===== src/rtl/spis_avmm_pkg.sv =====
// Shared types and constants for the SPI-slave Avalon-MM burst master.
// The optional watchdog is enabled with SPIS_AVMM_TIMEOUT_EN.
package spis_avmm_pkg;

  localparam int unsigned BEAT_W = 9;
  localparam logic [15:0] WR_BUF_BASE_C = 16'h0200;
  localparam logic [15:0] RD_BUF_BASE_C = 16'h1000;
  localparam int unsigned TIMEOUT_CYCLES_C = 1024;

  typedef enum logic [2:0] {
    StIdle,
    StWrPop,
    StWrReq,
    StRdReq,
    StRdWait,
    StDone,
    StWaitClr
  } state_e;

endpackage


===== src/rtl/spis_avmm_wdog.sv =====
// Stall watchdog: counts consecutive active cycles without progress and
// raises a sticky error when the limit is reached (used with SPIS_AVMM_TIMEOUT_EN).
module spis_avmm_wdog #(
  parameter int unsigned TIMEOUT_CYCLES = 1024
) (
  input  logic clk,
  input  logic rst,
  input  logic active,
  input  logic progress,
  output logic expire,
  output logic err
);

  localparam int unsigned CW = $clog2(TIMEOUT_CYCLES + 1);

  logic [CW-1:0] cnt_q;
  logic          err_q;
  logic          stall;

  assign stall  = active && !progress;
  // Fires on the TIMEOUT_CYCLES-th consecutive stalled cycle.
  assign expire = stall && (cnt_q == CW'(TIMEOUT_CYCLES - 1));
  assign err    = err_q;

  always_ff @(posedge clk or posedge rst) begin
    if (rst) begin
      cnt_q <= '0;
      err_q <= 1'b0;
    end else begin
      if (!stall || expire) begin
        cnt_q <= '0;
      end else begin
        cnt_q <= cnt_q + CW'(1);
      end
      if (expire) begin
        err_q <= 1'b1;
      end
    end
  end

endmodule


===== src/rtl/spis_avmm_master.sv =====
// Avalon-MM burst master: drains the write buffer into single-beat writes or fills the
// read buffer from reads. Optional watchdog enabled by SPIS_AVMM_TIMEOUT_EN.
module spis_avmm_master
  import spis_avmm_pkg::*;
#(
  parameter logic [15:0] WR_BUF_BASE    = WR_BUF_BASE_C,
  parameter logic [15:0] RD_BUF_BASE    = RD_BUF_BASE_C,
  parameter int unsigned TIMEOUT_CYCLES = TIMEOUT_CYCLES_C
) (
  input  logic        s_avmm_clk,
  input  logic        s_avmm_rst,
  input  logic        avmm_transvld,
  input  logic        avmm_rdnwr,
  input  logic [16:0] avmm_offset,
  input  logic [1:0]  avmm_sel,
  input  logic [7:0]  avmm_brstlen,
  input  logic [31:0] reg2avb_wdata,
  output logic        avb2reg_read,
  output logic        avb2reg_read_pulse,
  output logic        avb2reg_write,
  output logic [15:0] avb2reg_addr,
  output logic [31:0] avb2reg_rdata,
  output logic        avmmtransvld_up,
  output logic [16:0] m_avmm_address,
  output logic [1:0]  m_avmm_sel,
  output logic        m_avmm_write,
  output logic        m_avmm_read,
  output logic [31:0] m_avmm_writedata,
  input  logic        m_avmm_waitrequest,
  input  logic [31:0] m_avmm_readdata,
  input  logic        m_avmm_readdatavalid,
  output logic        avmm_busy,
  output logic        avmm_timeout_err
);

  state_e              state_q, state_d;
  logic [16:0]         addr_q, addr_d;
  logic [1:0]          sel_q, sel_d;
  logic [BEAT_W-1:0]   beats_q, beats_d;
  logic [31:0]         wdata_q, wdata_d;
  logic [31:0]         rdata_q, rdata_d;
  logic [15:0]         buf_addr_q, buf_addr_d;
  logic                pop_q, pop_d;
  logic                push_q, push_d;
  logic                up_q, up_d;
  logic                mwrite_q, mwrite_d;
  logic                mread_q, mread_d;
  logic                busy_q;
  logic                rd_beat;
  logic                expire;

  // A read beat completes when data returns, either with the accept or afterwards.
  assign rd_beat = m_avmm_readdatavalid &&
                   ((state_q == StRdReq && !m_avmm_waitrequest) || state_q == StRdWait);

`ifdef SPIS_AVMM_TIMEOUT_EN
  logic wd_active;
  logic wd_progress;

  assign wd_active   = (state_q == StWrReq) || (state_q == StRdReq) || (state_q == StRdWait);
  assign wd_progress = ((state_q == StWrReq || state_q == StRdReq) && !m_avmm_waitrequest) ||
                       (state_q == StRdWait && m_avmm_readdatavalid);

  spis_avmm_wdog #(
    .TIMEOUT_CYCLES(TIMEOUT_CYCLES)
  ) u_wdog (
    .clk     (s_avmm_clk),
    .rst     (s_avmm_rst),
    .active  (wd_active),
    .progress(wd_progress),
    .expire  (expire),
    .err     (avmm_timeout_err)
  );
`else
  logic unused_timeout;
  assign unused_timeout   = ^TIMEOUT_CYCLES;
  assign expire           = 1'b0;
  assign avmm_timeout_err = 1'b0;
`endif

  always_comb begin
    state_d    = state_q;
    addr_d     = addr_q;
    sel_d      = sel_q;
    beats_d    = beats_q;
    wdata_d    = wdata_q;
    rdata_d    = rdata_q;
    buf_addr_d = buf_addr_q;
    pop_d      = 1'b0;
    push_d     = 1'b0;
    up_d       = 1'b0;
    mwrite_d   = 1'b0;
    mread_d    = 1'b0;

    unique case (state_q)
      StIdle: begin
        if (avmm_transvld) begin
          addr_d  = avmm_offset;
          sel_d   = avmm_sel;
          beats_d = {1'b0, avmm_brstlen} + BEAT_W'(1);
          if (avmm_rdnwr) begin
            state_d = StRdReq;
            mread_d = 1'b1;
          end else begin
            state_d    = StWrPop;
            pop_d      = 1'b1;
            buf_addr_d = WR_BUF_BASE;
          end
        end
      end
      StWrPop: begin
        wdata_d  = reg2avb_wdata;
        mwrite_d = 1'b1;
        state_d  = StWrReq;
      end
      StWrReq: begin
        if (!m_avmm_waitrequest) begin
          addr_d  = addr_q + 17'd4;
          beats_d = beats_q - BEAT_W'(1);
          if (beats_q > BEAT_W'(1)) begin
            state_d    = StWrPop;
            pop_d      = 1'b1;
            buf_addr_d = WR_BUF_BASE;
          end else begin
            state_d = StDone;
            up_d    = 1'b1;
          end
        end else begin
          mwrite_d = 1'b1;
        end
      end
      StRdReq: begin
        if (m_avmm_waitrequest) begin
          mread_d = 1'b1;
        end else if (!m_avmm_readdatavalid) begin
          state_d = StRdWait;
        end
      end
      StRdWait: ;
      // Writes arrive with up already set; reads need the extra cycle after the last push.
      StDone: begin
        if (up_q) begin
          state_d = StWaitClr;
        end else begin
          up_d = 1'b1;
        end
      end
      StWaitClr: begin
        if (!avmm_transvld) begin
          state_d = StIdle;
        end
      end
      default: state_d = StIdle;
    endcase

    if (rd_beat) begin
      rdata_d    = m_avmm_readdata;
      push_d     = 1'b1;
      buf_addr_d = RD_BUF_BASE;
      addr_d     = addr_q + 17'd4;
      beats_d    = beats_q - BEAT_W'(1);
      if (beats_q > BEAT_W'(1)) begin
        state_d = StRdReq;
        mread_d = 1'b1;
      end else begin
        state_d = StDone;
      end
    end

    if (expire) begin
      state_d  = StDone;
      mread_d  = 1'b0;
      mwrite_d = 1'b0;
      up_d     = 1'b1;
    end
  end

  always_ff @(posedge s_avmm_clk or posedge s_avmm_rst) begin
    if (s_avmm_rst) begin
      state_q    <= StIdle;
      addr_q     <= '0;
      sel_q      <= '0;
      beats_q    <= '0;
      wdata_q    <= '0;
      rdata_q    <= '0;
      buf_addr_q <= '0;
      pop_q      <= 1'b0;
      push_q     <= 1'b0;
      up_q       <= 1'b0;
      mwrite_q   <= 1'b0;
      mread_q    <= 1'b0;
      busy_q     <= 1'b0;
    end else begin
      state_q    <= state_d;
      addr_q     <= addr_d;
      sel_q      <= sel_d;
      beats_q    <= beats_d;
      wdata_q    <= wdata_d;
      rdata_q    <= rdata_d;
      buf_addr_q <= buf_addr_d;
      pop_q      <= pop_d;
      push_q     <= push_d;
      up_q       <= up_d;
      mwrite_q   <= mwrite_d;
      mread_q    <= mread_d;
      busy_q     <= (state_d != StIdle);
    end
  end

  assign avb2reg_read       = pop_q;
  assign avb2reg_read_pulse = pop_q;
  assign avb2reg_write      = push_q;
  assign avb2reg_addr       = buf_addr_q;
  assign avb2reg_rdata      = rdata_q;
  assign avmmtransvld_up    = up_q;
  assign m_avmm_address     = addr_q;
  assign m_avmm_sel         = sel_q;
  assign m_avmm_write       = mwrite_q;
  assign m_avmm_read        = mread_q;
  assign m_avmm_writedata   = wdata_q;
  assign avmm_busy          = busy_q;

endmodule


===== config.mk =====
export PLATFORM = sky130hd
export DESIGN_NAME = spis_avmm_master
export DESIGN_NICKNAME = d
export VERILOG_FILES = /design/src/rtl/spis_avmm_pkg.sv /design/src/rtl/spis_avmm_wdog.sv /design/src/rtl/spis_avmm_master.sv
export SDC_FILE = /design/constraint.sdc
export NUM_CORES = 1
export LEC_CHECK = 0
export ABC_CLOCK_PERIOD_IN_PS = 5800
export BUFFER_PORTS_ARGS = -buffer_cell sky130_fd_sc_hd__buf_2
export CAP_MARGIN = 40
export CORE_MARGIN = 10
export CORE_UTILIZATION = 40
export DETAILED_ROUTE_END_ITERATION = 12
export GPL_ROUTABILITY_DRIVEN = 1
export PLACE_DENSITY = 0.69
export SYNTH_ARGS = -nofsm -noshare
export SYNTH_HDL_FRONTEND = slang
export SYNTH_SLANG_ARGS = --single-unit

===== constraint.sdc =====
create_clock -name s_avmm_clk -period 5.8 [get_ports s_avmm_clk]
set_input_delay 0.58 -clock s_avmm_clk [delete_from_list [all_inputs] [get_ports s_avmm_clk]]
set_output_delay 0.58 -clock s_avmm_clk [all_outputs]
set_load 0.01 [all_outputs]

Word level (Yosys, flattened, before mapping) --
Index checks and enable logic that the tools add are counted. Widths: inputs -> output; s select.
Word-level totals: output and inout port bits 107, input bits 97, register bits 117, word-level logic and storage cells 79
Cells by class: reductions and logical operators 10, mux-type cells 42, equal/unequal tests 10, $lt $le $gt $ge 1, add/subtract/negate cells 3
Operators with widths (count):
- $mux 16 | 5
- $mux 17 | 3
- $pmux 17 s2 | 1
- $pmux 16 s2 | 1
- $mux 3 | 9
- $mux 9 | 3
- $pmux 3 s7 | 1
- $pmux 9 s2 | 1
- $add 17x3->17 const B | 1
- $mux 1 | 13
- $ne 3x3->1 const B | 4
- $add 8x1->9 const B | 1
- $eq 3x3->1 const B | 3
- $gt 9x1->1 const B | 1
- $sub 9x1->9 const B | 1
- $pmux 1 s2 | 4
- $eq 3x2->1 const B | 2
- $reduce_bool 3->1 | 2
- $reduce_and 5->1 | 1
- $eq 3x1->1 const B | 1
- $logic_not 3->1 | 1
- $reduce_and 3->1 | 1
- $logic_and 1x1->1 | 2
- $mux 2 | 1
- 3 further kinds | 3

Longest topological paths before layout --
depth in word-level cells 6, mapped depth 8, mapped depth without buffers 6

Worst setup path before layout --
OpenSTA, ideal clock, no wires.
path kind input -> register, start point in m_avmm_readdatavalid, end point reg addr_q[11], in the netlist m_avmm_address[11], arrival time 1962 ps, buffers on the path 3, data required time 5679 ps, stages 7, path slack 3717 ps, setup time 121 ps, cell sequence buf_2 -> nor4bb_1 -> buf_6 -> or3_4 -> buf_6 -> mux2_4 -> o22a_1
On the way: longest elaborated chain between the ends 3, elaborated cells between the ends (all ways) 6, those cells by class eq/ne: 2; mux: 1; reduce/logical: 3
Ends and longest elaborated chain:
- start: declaration | line spis_avmm_master.sv:31 | input logic m_avmm_readdatavalid,
- $logic_and 1x1->1 (*) | line spis_avmm_master.sv:53 | assign rd_beat = m_avmm_readdatavalid &&
- $ne 3x3->1 (no line) / $reduce_bool 3->1 (equally long branches)
- $reduce_and 3->1 (no line)
- end signal: assignment | line spis_avmm_master.sv:195 | addr_q <= addr_d;
- end: declaration | line spis_avmm_master.sv:37 | logic [16:0] addr_q, addr_d;
Mark *: on every way between the ends. The rest lies on a longest branch, timed or not. A chain may end at the register's enable or synchronous reset.

Worst setup path after layout --
start point reg state_q[2], end point reg beats_q[5]
On the way: longest elaborated chain between the ends 6, elaborated cells between the ends (all ways) 13, those cells by class eq/ne: 5; mux: 2; reduce/logical: 6
Ends and longest elaborated chain:
- start: declaration | line spis_avmm_master.sv:36 | state_e state_q, state_d;
- start signal: assignment | line spis_avmm_master.sv:180 | state_q <= StIdle;
- start signal: assignment | line spis_avmm_master.sv:194 | state_q <= state_d;
- $eq 3x2->1 | line spis_avmm_master.sv:54 | ((state_q == StRdReq && !m_avmm_waitrequest) || state_q == StRdWait);
- $logic_and 1x1->1 | line spis_avmm_master.sv:54
- $logic_or 1x1->1 | line spis_avmm_master.sv:54
- $logic_and 1x1->1 | line spis_avmm_master.sv:53
- $ne 3x3->1 (no line) / $reduce_bool 3->1 (equally long branches)
- $reduce_and 3->1 (no line)
- end signal: assignment | line spis_avmm_master.sv:197 | beats_q <= beats_d;
- end: declaration | line spis_avmm_master.sv:39 | logic [BEAT_W-1:0] beats_q, beats_d;
Several ways; a longest one is shown, not always the timed one.

==> flow_summary.yaml <==
logic_synthesis:
  yosys.area_share.simple_pct: 12.2
  ys_ff_latch: 103
  syn_inst: 421
  synth_area_mm2: 0.00504
  synth_xor_area_share_pct: 1.04
  muxShareOfSynthArea_pct: 17.4
  synthArstFlopShare_pct: 100
  synth-edff-count: 0
  synth_fa_ha_area_share_pct: 0.993
  seq_area_frac_synth_pct: 51.1
  avgSynthCellArea_um2: 12.0
  synth_top_family_by_area: "multiplexers"
  synth_compound_area_share_pct: 10.5
  synth_warnings: 0
  ys_dominant_reg_cell: "dfrtp_1"
  yosysUniqueCellTypes: 63
layout:
  nFillCells: 1107
  fin_nets: 697
  drive_gt1_share_pct: 46.8
  final_cell_mix: "buf_2 (189), dfrtp_1 (103), mux2_2 (55)"
  syn_to_final_growth_pct: 25.3
  n_antenna_cell: 0
  layout_commonest_cell: "buf_2"
grt:
  antenna_found_initial: 0
  grt_usage_pct: 15.2
  grt_overflow: 0
  grt_max_degree: 56
  grt_pass1_vias: 4143
  grt_pass1_wl_um: 21800
die:
  die_height_um: 132
  row_count: 40
  core_region_area_mm2: 0.0122
  die_width_um: 132
  io_pins: 204
  die_area_mm2: 0.0175
  start_util_pct: 41.5
cts:
  cts_buffers: 9
  cts_tree: "done"
  cts_resized: 0
  post-cts-setup-buffers: 0
  postCtsHoldBufs: 0
  cts.path.max_buffers: 2
  h-tree-depth: 3
  clkTransAtPathRegs_ps: 70
  clock_sinks: 103
  worst_skew_pair.late_latency_ps: 340
  root_buffer: "clkbuf_16"
timing:
  min_period_ps: 2610
  rsz0062_at_grt: "no"
  setup_tns_ps: 0
  fmax_mhz: 383
  setup_viol_count_final: 0
  worstMarginPinSlew_ps: 764
  hold_viol: 0
  final.setup_skew_ps: 4.94
  maxSlewHeadroom_pct: 48.9
  fin_crit_sh_pct: 45.0
  drv_slew: 0
route:
  vias: 3907
  drtIter0Drc: 282
  vias_per_cell: 5.09
  ant_nets: 0
  wire_per_inst_um: 17.5
  drt_pass1_iterations: 4
  finalWirelength_um: 13500
  drc: 0
placement:
  gp_congestion: 0.880
  port-buffer-count: 188
  hpwl_um: 10200
setup_path:
  rr_startpoint: "state_q[2]"
  crit_fanout: 21
  r2r-end: "beats_q[5]"
  crit_type: "reg -> reg"
  cp.required_ps: 6030
  cp-start-kind: "register"
  cp_data_arrival_time_ps: 2840
  crit_path_end_kind: "register"
  ff2ff_setup_slack_ps: 3190
  reg2reg_depth: 5
power:
  p_leak_nw: 2.95
  p_per_area_mw_per_mm2: 569
  peakVddDrop_mv: 0.224
  power_w: 0.00359
run_status:
  outcome: "finished clean"
min_path:
  hp-class: "in -> async"
run:
  max-cap-violations: 0
## critical path, stage by stage, from the launching register on
cell and delay (ps):
dfrtp_1 730, nor4bb_2 580, buf_2 270, a311o_2 380, o21ai_0 150, a221o_1 370
## cells in the mapped netlist, drive strengths merged, types with 6 or more instances
| library cell | number | share of area [%] |
|---|---|---|
| nand4 | 7 | 0.87 |
| nand2 | 22 | 1.6 |
| mux2 | 70 | 16 |
| inv | 15 | 1.1 |
| nand3 | 8 | 0.79 |
| buf | 35 | 5.0 |
| dfrtp | 103 | 51 |
| a21oi | 17 | 1.7 |
| nor2 | 11 | 0.82 |
| o21ai | 12 | 1.2 |
| clkbuf | 8 | 0.60 |
| nor3 | 6 | 0.82 |
| and4 | 6 | 1.0 |
| mux2i | 8 | 1.6 |
## sequential cells by signal, summed over array words and instances, names as in the netlist
name              flops
avb2reg_addr          2
avb2reg_rdata        32
avb2reg_read          1
avb2reg_write         1
avmm_busy             1
avmmtransvld_up       1
beats_q               9
m_avmm_address       17
m_avmm_read           1
m_avmm_sel            2
m_avmm_write          1
m_avmm_writedata     32
state_q               3
## cell families (layout without fill, tap and decap cells)
family | count (synthesis) | count (layout)
flops | 103 | 103
fa+ha+maj | 4 | 4
buf+inv | 58 | 223
xor+xnor | 6 | 6
mux | 78 | 78
compound gates | 72 | 72
simple gates | 99 | 99
other cells | 1 | 15
## final cells by class
| cell class | instances | area, um^2 | area share [%] |
|---|---|---|---|
| tap | 168 | 210 | 3.33 |
| timing repair buffer | 193 | 983 | 15.6 |
| clock buffer | 11 | 243 | 3.84 |
| inverter | 15 | 58.8 | 0.931 |
| clock inverter | 4 | 55.1 | 0.872 |
| sequential | 103 | 2580 | 40.8 |
| multi-input combinational | 274 | 2190 | 34.6 |
## metal layers
layer  track usage (%)  part of all wire [%]
met5                 0                     0
met1              17.5                    40
met4              6.17                   2.0
met2              25.5                    50
met3              4.99                   7.7
## report_power, final
part	internal [W]	switching [W]	total, W
combinational	0.000784	0.000838	0.00162
sequential	0.00108	0.000280	0.00136
clock	0.000347	0.000271	0.000618
## through the flow
stage / setup WS (ps) / cell area, um^2 / cells / hold WS [ps] / util, %
floorplan: 2520 / 5090 / 435 / 475 / -
global placement: 3100 / 5990 / 750 / 462 / 49.3
detailed placement: 3240 / 6020 / 753 / 471 / 49.5
CTS: 3210 / 6320 / 768 / 333 / 51.9
global route: 3020 / 6320 / 768 / 355 / 51.9
finish: 3190 / 6320 / 768 / 307 / 51.9
## how the worst max path moves through the flow
stage / from / to / depth (start not counted)
6_report: state_q[2] / beats_q[5] / 5
4_1_cts: state_q[2] / beats_q[5] / 5
2_1_floorplan: s_avmm_rst / avb2reg_addr[12] / 1
3_5_place_dp: state_q[2] / beats_q[5] / 5
5_1_grt: state_q[2] / beats_q[5] / 5
3_3_place_gp: state_q[2] / beats_q[5] / 4
No activity file was read; power rests on OpenSTA's default activity.
